File: config.mk
export PLATFORM = sky130hd
export DESIGN_NAME = edge_update_sequencer
export DESIGN_NICKNAME = d
export VERILOG_FILES = /design/src/rtl/edge_pkg.sv /design/src/rtl/edge_fifo.sv /design/src/rtl/edge_update_sequencer.sv
export SDC_FILE = /design/constraint.sdc
export NUM_CORES = 1
export LEC_CHECK = 0
export ABC_AREA = 1
export CAP_MARGIN = 20
export CORE_MARGIN = 2
export CORE_UTILIZATION = 39
export CTS_CLUSTER_SIZE = 10
export DETAILED_ROUTE_END_ITERATION = 6
export PLACE_DENSITY_LB_ADDON = 0.2
export SLEW_MARGIN = 10
export SYNTH_ARGS = -nofsm -noshare
export SYNTH_HDL_FRONTEND = slang
export SYNTH_HIERARCHICAL = 1
export SYNTH_SLANG_ARGS = --single-unit
File: constraint.sdc
create_clock -name clk -period 3.9 [get_ports clk]
set_clock_uncertainty 0.15 [all_clocks]
set_input_delay 0.585 -clock clk [delete_from_list [all_inputs] [get_ports clk]]
set_output_delay 0.585 -clock clk [all_outputs]
set_load 0.005 [all_outputs]
File: src/rtl/edge_pkg.sv
`default_nettype none
// ============================================================================
//  Module   : edge_pkg
//  Brief    : Shared types and constants for the edge-update sequencer.
//  Revision : 1.0  initial release
// ============================================================================
package edge_pkg;

  localparam int EDGE_PRED_W   = 5;
  localparam int EDGE_WEIGHT_W = 32;
  localparam int DROP_CNT_W    = 16;

  // One exchange-rate edge update as presented to the arbitrage container.
  typedef struct packed {
    logic [EDGE_PRED_W-1:0]   src;
    logic [EDGE_PRED_W-1:0]   dst;
    logic [EDGE_WEIGHT_W-1:0] e;
  } edge_update_t;

  typedef enum logic [1:0] {
    IDLE  = 2'd0,
    KICK  = 2'd1,
    GUARD = 2'd2,
    WAIT  = 2'd3
  } seq_state_t;

endpackage
`default_nettype wire

File: src/rtl/edge_fifo.sv
`default_nettype none
// ============================================================================
//  Module   : edge_fifo
//  Brief    : Circular update buffer with wrap-bit pointers. When
//             EDGE_UPDATE_COALESCE_EN is defined, a push whose (src, dst)
//             matches a queued entry overwrites that entry's weight instead
//             of taking a new slot.
//  Revision : 1.0  initial release
// ============================================================================
module edge_fifo
  import edge_pkg::*;
#(
  parameter int PRED_W   = EDGE_PRED_W,
  parameter int WEIGHT_W = EDGE_WEIGHT_W,
  parameter int DEPTH    = 8
) (
  input  logic                clk,
  input  logic                reset_n,
  input  logic                push,
  input  logic [PRED_W-1:0]   push_src,
  input  logic [PRED_W-1:0]   push_dst,
  input  logic [WEIGHT_W-1:0] push_e,
  input  logic                pop,
  output logic [PRED_W-1:0]   head_src,
  output logic [PRED_W-1:0]   head_dst,
  output logic [WEIGHT_W-1:0] head_e,
  output logic                full,
  output logic                empty
);

  localparam int AW = $clog2(DEPTH);
  localparam logic [AW:0] PTR_ONE = (AW+1)'(1);

  logic [AW:0]         wr_ptr;
  logic [AW:0]         rd_ptr;
  logic [PRED_W-1:0]   mem_src [DEPTH];
  logic [PRED_W-1:0]   mem_dst [DEPTH];
  logic [WEIGHT_W-1:0] mem_e   [DEPTH];
  logic                do_push;
  logic                do_pop;
  logic                hit;
  logic [AW-1:0]       hit_idx;

  assign full     = (wr_ptr[AW] != rd_ptr[AW]) && (wr_ptr[AW-1:0] == rd_ptr[AW-1:0]);
  assign empty    = (wr_ptr == rd_ptr);
  assign do_push  = push && !full;
  assign do_pop   = pop && !empty;
  assign head_src = mem_src[rd_ptr[AW-1:0]];
  assign head_dst = mem_dst[rd_ptr[AW-1:0]];
  assign head_e   = mem_e[rd_ptr[AW-1:0]];

`ifdef EDGE_UPDATE_COALESCE_EN
  logic [AW:0] used;
  assign used = wr_ptr - rd_ptr;

  // Search every queued entry for a matching (src, dst); the head leaving
  // this cycle is excluded so its overwrite cannot be lost.
  always_comb begin
    hit     = 1'b0;
    hit_idx = '0;
    for (int i = 0; i < DEPTH; i++) begin
      logic [AW-1:0] offset;
      offset = AW'(i) - rd_ptr[AW-1:0];
      if (({1'b0, offset} < used) && !(do_pop && (offset == '0)) &&
          (mem_src[i] == push_src) && (mem_dst[i] == push_dst)) begin
        hit     = 1'b1;
        hit_idx = AW'(i);
      end
    end
  end
`else
  assign hit     = 1'b0;
  assign hit_idx = '0;
`endif

  // Storage write: either a new slot at the tail or an in-place weight update.
  always_ff @(posedge clk) begin
    if (do_push) begin
      if (hit) begin
        mem_e[hit_idx] <= push_e;
      end else begin
        mem_src[wr_ptr[AW-1:0]] <= push_src;
        mem_dst[wr_ptr[AW-1:0]] <= push_dst;
        mem_e[wr_ptr[AW-1:0]]   <= push_e;
      end
    end
  end

  // Pointer advance; simultaneous push and pop both take effect.
  always_ff @(posedge clk) begin
    if (!reset_n) begin
      wr_ptr <= '0;
      rd_ptr <= '0;
    end else begin
      if (do_push && !hit) wr_ptr <= wr_ptr + PTR_ONE;
      if (do_pop)          rd_ptr <= rd_ptr + PTR_ONE;
    end
  end

endmodule
`default_nettype wire

File: src/rtl/edge_update_sequencer.sv
`default_nettype none
// ============================================================================
//  Module   : edge_update_sequencer
//  Brief    : Queues edge updates and feeds them one at a time to the
//             arbitrage container: load u_*, pulse container_reset, skip one
//             stale-done cycle, then wait for container_done.
//             Optional: EDGE_UPDATE_COALESCE_EN merges same-(src,dst) updates.
//  Revision : 1.0  initial release
// ============================================================================
module edge_update_sequencer
  import edge_pkg::*;
#(
  parameter int PRED_W   = 5,
  parameter int WEIGHT_W = 32,
  parameter int N_VERT   = 16,
  parameter int DEPTH    = 8
) (
  input  logic                  clk,
  input  logic                  reset_n,
  input  logic                  in_valid,
  output logic                  in_ready,
  input  logic [PRED_W-1:0]     in_src,
  input  logic [PRED_W-1:0]     in_dst,
  input  logic [WEIGHT_W-1:0]   in_e,
  output logic [PRED_W-1:0]     u_src,
  output logic [PRED_W-1:0]     u_dst,
  output logic [WEIGHT_W-1:0]   u_e,
  output logic                  container_reset,
  input  logic                  container_done,
  output logic                  busy,
  output logic [DROP_CNT_W-1:0] drop_cnt
);

  localparam logic [PRED_W:0]     VERT_LIMIT = (PRED_W+1)'(N_VERT);
  localparam logic [DROP_CNT_W-1:0] DROP_ONE = DROP_CNT_W'(1);

  seq_state_t          state;
  logic                full;
  logic                empty;
  logic                accept;
  logic                illegal;
  logic                push;
  logic                pop;
  logic [PRED_W-1:0]   head_src;
  logic [PRED_W-1:0]   head_dst;
  logic [WEIGHT_W-1:0] head_e;

  assign in_ready = !full;
  assign accept   = in_valid && in_ready;
  assign illegal  = (in_src == in_dst) ||
                    ({1'b0, in_src} >= VERT_LIMIT) ||
                    ({1'b0, in_dst} >= VERT_LIMIT);
  assign push     = accept && !illegal;
  assign pop      = (state == IDLE) && !empty;
  assign busy     = (state != IDLE) || !empty;

  edge_fifo #(
    .PRED_W   (PRED_W),
    .WEIGHT_W (WEIGHT_W),
    .DEPTH    (DEPTH)
  ) u_fifo (
    .clk      (clk),
    .reset_n  (reset_n),
    .push     (push),
    .push_src (in_src),
    .push_dst (in_dst),
    .push_e   (in_e),
    .pop      (pop),
    .head_src (head_src),
    .head_dst (head_dst),
    .head_e   (head_e),
    .full     (full),
    .empty    (empty)
  );

  // Saturating count of handshaken updates rejected as malformed.
  always_ff @(posedge clk) begin
    if (!reset_n) begin
      drop_cnt <= '0;
    end else if (accept && illegal && (drop_cnt != '1)) begin
      drop_cnt <= drop_cnt + DROP_ONE;
    end
  end

  // Run sequencer: pop -> kick pulse -> ignore one stale done -> wait done.
  always_ff @(posedge clk) begin
    if (!reset_n) begin
      state           <= IDLE;
      u_src           <= '0;
      u_dst           <= '0;
      u_e             <= '0;
      container_reset <= 1'b0;
    end else begin
      container_reset <= 1'b0;
      case (state)
        IDLE: begin
          if (!empty) begin
            u_src           <= head_src;
            u_dst           <= head_dst;
            u_e             <= head_e;
            container_reset <= 1'b1;
            state           <= KICK;
          end
        end
        KICK:    state <= GUARD;
        GUARD:   state <= WAIT;
        WAIT:    if (container_done) state <= IDLE;
        default: state <= IDLE;
      endcase
    end
  end

endmodule
`default_nettype wire
==> results.toml, run 1 <==
[cts]
cts-root-to-sink-buffers = 3
cts.htree.levels = 2
cts_tree = "yes"
clk_latency_ps = 570
clk_root_buffer_cell = "clkbuf_16"
clkSlewWorstSetupHoldPaths_ps = 60
cts-resized-gates = 0
hold_buffers = 0
clkSinkCount = 408
cts-buffers-inserted = 47
post-cts-setup-buffers = 0

[die]
floorplan.rows = 75
boundaryPins = 107
floorplan.die.width_um = 210
die_y_um = 210
dieArea_um2 = 44100
core_area_um2 = 41900
floorplan.initialDensity = 0.394

[route]
drt.antenna.violating_nets = 0
drc = 0
drt_wl_total_um = 39100
drt-wirelength-per-cell_um = 17.7
number_of_detailed_routing_iterations_run_before_antenna_repair = 5
vias = 11100
drt-vias-per-instance = 5.04
drt_iter0_drc = 831

[synthesis]
synthesis.area_um2 = 16500
yosys.area.top_type = "edfxtp_1"
yosysWarnings = 6
distinct_cell_type_count_of_the_synthesized_netlist = 31
synth_nets = 1580
synthesis.instances = 1527
synth_edf_count = 336
synth_top_cell_area_share = 0.610
synth.top_cells.by_area = "edfxtp_1 (61%), dfxtp_1 (8.7%), nor2_1 (8.3%), o21ai_0 (6.9%), nand2_1 (5.1%)"
synth-main-ff-cell = "edfxtp_1"
ys_ff_latch = 408
synthArstFlopShare = 0
syn-mean-instance-area_um2 = 10.8
synth.yosys.seq_area_share = 0.697
synth.cells.most_frequent = "nor2_1 (367), edfxtp_1 (336), o21ai_0 (229), nand2_1 (224), dfxtp_1 (72)"
synth_most_common_cell = "nor2_1"

[sta]
finalCriticalPeriod_ps = 3130
final.setup.tns_ps = 0
max-slew-margin-rel = 0.401
worst_slew_pin_slew_ps = 899
final_setup_fails = 0
final_hold_viol_count = 0
report.final.slew_viol_count = 0
layout_worst_path_cycle_share = 0.802
clock.fmax_ghz = 0.320
unrepaired_setup_endpoints_after_global_routing = "no"

[pwr]
sequential_fraction_of_design_power = 0.495
power.density_nw_per_um2 = 512
ir_drop_mv = 0.273
comb_power_share = 0.112
post-layout-total-power_mw = 10.0
power.net_switching_mw = 2.44
power.clock.fraction = 0.393
power.internal_mw = 7.58
leakage_power_summed_over_all_cells_nw = 6.86
switching_share_of_total_power = 0.243

[placement]
post-place-cells = 2121
place.port_buffers = 106
place_hpwl_um = 22300
gp_congestion = 0.788

[setup_path]
cp-end-kind = "register"
worst_path_largest_cell_delay_ps = 430
crit_path_start_kind = "register"
timing.critical_path.buf_inv = 7
critical_path.most_common_cell = "nand2_1"
path_max_fanout = 17
crit_arrival_ps = 3210
worstReg2RegStart = "u_fifo/wr_ptr[2]"
worst-setup-path-type = "register to register"
crit_required_ps = 3980
critical_path.slowest_cell = "dfxtp_1"
crit_path_cell_trace = "inv_1 -> nand2_1 -> nand2_1 -> nand4_1 -> buf_4 -> inv_1 -> nor2_2 -> inv_1 -> nor2_1 -> buf_4 -> nand2_1 -> nor2_1 -> nand2_1 -> inv_2 -> buf_4"
crit_path_start = "u_fifo/wr_ptr[2]"
crit_family = "simple AND/OR/NAND/NOR gates"

[cells_and_area]
design.final.nets = 1684
area_growth_pct = 18.4
layout.cells.non_filler = 2209
drive_gt1_frac = 0.0695

[worst_hold_path]
hp-start = "u_e[6]"
holdCritPathClass = "register to register"

[global_route]
grt_pass1_vias = 11000
grt.overflow.total = 0
grt_pass1_wl_um = 61600
grt_max_degree = 85
grt_util_all_layers = 0.179
initial_antenna_violation_count = 1

[outcome]
run_status = "completed"

[run]
max-cap-violations = 0
==> worst register-to-register path: stages (launching register included) <==
cell and delay (ps):
dfxtp_1 430, inv_1 100, nand2_1 80, nand2_1 70
nand4_1 90, buf_4 170, inv_1 80, nor2_2 360
inv_1 130, nor2_1 230, buf_4 180, nand2_1 50
nor2_1 180, nand2_1 110, inv_2 90, buf_4 280
==> routing by layer <==
layer | global-route usage | vias up | part of all wire
li1 | - | 5461 | -
met1 | 0.242 | 5343 | 0.46
met2 | 0.289 | 253 | 0.46
met3 | 0.0364 | 68 | 0.053
met4 | 0.0577 | 0 | 0.025
met5 | 0 | - | 0
==> area by class of cell <==
class / instances / area, um2
Timing Repair Buffer: 136 / 1410
Fill cell: 3819 / 22400
Tap cell: 539 / 674
Antenna cell: 1 / 2.50
Sequential cell: 408 / 11500
Clock buffer: 83 / 1310
Clock inverter: 4 / 33.8
Inverter: 49 / 186
Multi-Input combinational cell: 989 / 4430
==> logic make-up after synthesis <==
logic type	after synthesis	share of synthesized area
simple gates	652	0.157
flops	408	0.697
xor+xnor	3	0.00159
buf+inv	130	0.0384
compound gates	327	0.100
fa+ha+maj	7	0.00530
==> registers in the layout, summed over array words and instances (netlist names), 5 cells and up, named ones only <==
signal / flops
u_fifo/mem_src: 40
u_e: 32
drop_cnt: 16
u_fifo/mem_dst: 40
u_fifo/mem_e: 256
u_dst: 5
u_src: 5
==> power by group through the flow <==
stage / combinational (mW) / sequential, mW / clock, mW
6_report: 1.12 / 4.96 / 3.94
3_3_place_gp: 1.13 / 5.04 / 0
3_5_place_dp: 1.14 / 5.05 / 0
5_1_grt: 1.28 / 4.98 / 4.21
4_1_cts: 1.15 / 4.96 / 4.04
2_1_floorplan: 0.611 / 5.02 / 0
==> cell usage in the layout, fill, tap and decap left out, types with 10 or more instances in the layout <==
cell type,n
nor2_2,11
clkdlybuf4s50_1,105
dfxtp_1,69
buf_4,20
a21oi_1,23
nand4_1,14
edfxtp_1,336
nor2_1,359
o21ai_1,70
nor2_4,10
inv_1,44
clkbuf_16,47
nand3_1,27
clkbuf_1,36
o21ai_0,229
buf_12,10
nand2_1,224
==> worst paths after layout <==
check	to	slack, ps	cells past startpoint
worst max-delay path	u_fifo/mem_e[7][19]	770	15
worst min register to register	u_e[6]	360	2
worst min-delay path	u_e[6]	360	2
worst max register to register	u_fifo/mem_e[7][19]	770	15
==> stage by stage <==
step           cell area, um2  hold WS [ps]  worst slack (ps)  utilization
2_1_floorplan           16500           340              -215            -
3_3_place_gp            18200           344               545        0.435
3_5_place_dp            18200           348               485        0.435
4_1_cts                 19600           367               800        0.467
5_1_grt                 19600           384               509        0.467
6_report                19600           360               774        0.467
Note: power is estimated with default switching activity, not from simulation.
==> run 2, diff against run 1 <==
clock period = 2.84 ns   (was 3.9 ns; I/O delays follow)
==> run 2 against run 1 <==
Power is 38% higher. Combinational power is 44% higher. Critical endpoint is now busy. Global-route usage is 0.63 points higher. Worst hold slack worse by 280 ps. First-iteration DRC count is 19% lower.
==> results.toml, run 2 (synthesis results as in run 1) <==
[outcome]
run_status = "completed"

[sta]
layout_worst_path_cycle_share = 0.934
post-route-worst-setup-slack_ps = 186
worst_slew_pin_slew_ps = 615
max-slew-margin-rel = 0.590
final_hold_viol_count = 0
clock.fmax_ghz = 0.377
finalCriticalPeriod_ps = 2650
report.final.slew_viol_count = 0
final_setup_fails = 0
unrepaired_setup_endpoints_after_global_routing = "no"

[setup_path]
timing.critical_path.buf_inv = 3
crit_family = "buffers and inverters"
crit_path_cell_trace = "inv_1 -> nand2_1 -> a21oi_1 -> nand2_1 -> inv_1 -> nand2_1 -> clkdlybuf4s50_1"
crit_path_start_kind = "register"
cp-end-kind = "primary output"
worst_path_largest_cell_delay_ps = 460
worst-setup-path-type = "register to primary output"
crit_arrival_ps = 2080
crit_required_ps = 2260
critical_path.most_common_cell = "nand2_1"
critical_path.slowest_cell = "clkdlybuf4s50_1"
path_max_fanout = 6

[cells_and_area]
antenna_cells_inserted = 0
filler_cell_count = 3803
registers.top_by_ff_count = "u_fifo/mem_e"
final_util = 0.475
fin_area_um2 = 19900
area_growth_pct = 20.4
design.final.nets = 1711
most-common-layout-cells = "nor2_1 (358), edfxtp_1 (336), o21ai_0 (229), nand2_1 (224), clkdlybuf4s50_1 (105)"
drive_gt1_frac = 0.0885
layout.cells.non_filler = 2234
max_reg_flops = 256
layout_commonest_cell = "nor2_1"

[die]
dieArea_um2 = 44100
core_area_um2 = 41900
floorplan.rows = 75
die_y_um = 210
floorplan.initialDensity = 0.394
floorplan.die.width_um = 210
boundaryPins = 107

[route]
drt-wirelength-per-cell_um = 17.9
drt.antenna.violating_nets = 0
number_of_detailed_routing_iterations_run_before_antenna_repair = 4
vias = 11200
drt_wl_total_um = 39900
drt_iter0_drc = 674
drt-vias-per-instance = 5.02
drc = 0

[cts]
cts-buffers-inserted = 47
clkSlewWorstSetupHoldPaths_ps = 60
cts_tree = "yes"
cts.htree.levels = 2
clkSinkCount = 408
clk_latency_ps = 570
cts-resized-gates = 0
post-cts-setup-buffers = 0
clk_root_buffer_cell = "clkbuf_16"
cts-root-to-sink-buffers = 3
hold_buffers = 0

[global_route]
grt_pass1_wl_um = 63500
grt_pass1_vias = 11200
grt_util_all_layers = 0.185
initial_antenna_violation_count = 0
grt_max_degree = 94
grt.overflow.total = 0

[placement]
place_hpwl_um = 24300
gp_congestion = 0.786
place_ws_ps = 2.96
post-place-cells = 2148
dpl-instance-area_um2 = 18600
place.port_buffers = 106

[pwr]
power.density_nw_per_um2 = 695
leakage_power_summed_over_all_cells_nw = 7.01
ir_drop_mv = 0.467

[worst_hold_path]
holdCritPathClass = "input port to register"

[run]
max-cap-violations = 0
[run 2: changes by cell type in the layout (fill, tap and decap cells not counted), sizes merged]
| cell | previous run | this run |
|---|---|---|
| buf | 31 | 58 |
| clkbuf | 83 | 82 |
| clkinvlp | 1 | 2 |
| diode | 1 | 0 |
| inv | 49 | 48 |
[run 2: per-layer routing]
metal	vias to the layer above	track usage	routed length, um
li1	5515	-	-
met1	5432	0.252	18300
met2	218	0.305	19000
met3	54	0.0340	1780
met4	0	0.0489	786
met5	-	0	0
[run 2: area by class of cell]
class / count / area (um2) / area share
clock buffer: 82 / 1310 / 0.0657
clock inverter: 4 / 40.0 / 0.00201
inverter: 49 / 190 / 0.00955
multi-input combinational: 989 / 4470 / 0.224
sequential: 408 / 11500 / 0.580
tap: 539 / 674 / 0.0339
timing repair buffer: 163 / 1680 / 0.0846
[run 2: per-stage QoR]
| stage | hold slack [ps] | TNS, ps | power, mW |
|---|---|---|---|
| 6_report | 82.6 | 0 | 13.8 |
| 5_1_grt | 90.0 | 0 | 14.5 |
| 4_1_cts | 69.3 | 0 | 14.0 |
| 3_5_place_dp | 348 | 0 | 8.56 |
| 3_3_place_gp | 344 | -137 | 8.54 |
| 2_1_floorplan | 340 | 0 | 7.74 |
[run 2: tightest hold or removal path: cells and delay by family]
family	cells	cell delay [ps]
AND/OR/NAND/NOR	1	40
buffers and inverters	1	190
AO/OA/AOI/OAI	1	100
[run 2: worst paths after layout]
path	startpoint	endpoint	slack, ps	cells after the start
worst max-delay path	u_fifo/wr_ptr[0]	busy	190	7
worst min-delay path	reset_n	u_dst[2]	80	3
worst max register to register	u_fifo/wr_ptr[0]	u_fifo/mem_e[7][28]	480	13
worst min register to register	u_e[11]	u_e[11]	360	2
[run 2: power by group]
part	total (mW)	switching [mW]	internal (mW)	leakage, nW
combinational	1.61	0.941	0.670	2.76
clock	5.42	2.31	3.11	0.637
sequential	6.80	0.126	6.67	3.62
total	13.8	3.38	10.5	7.01
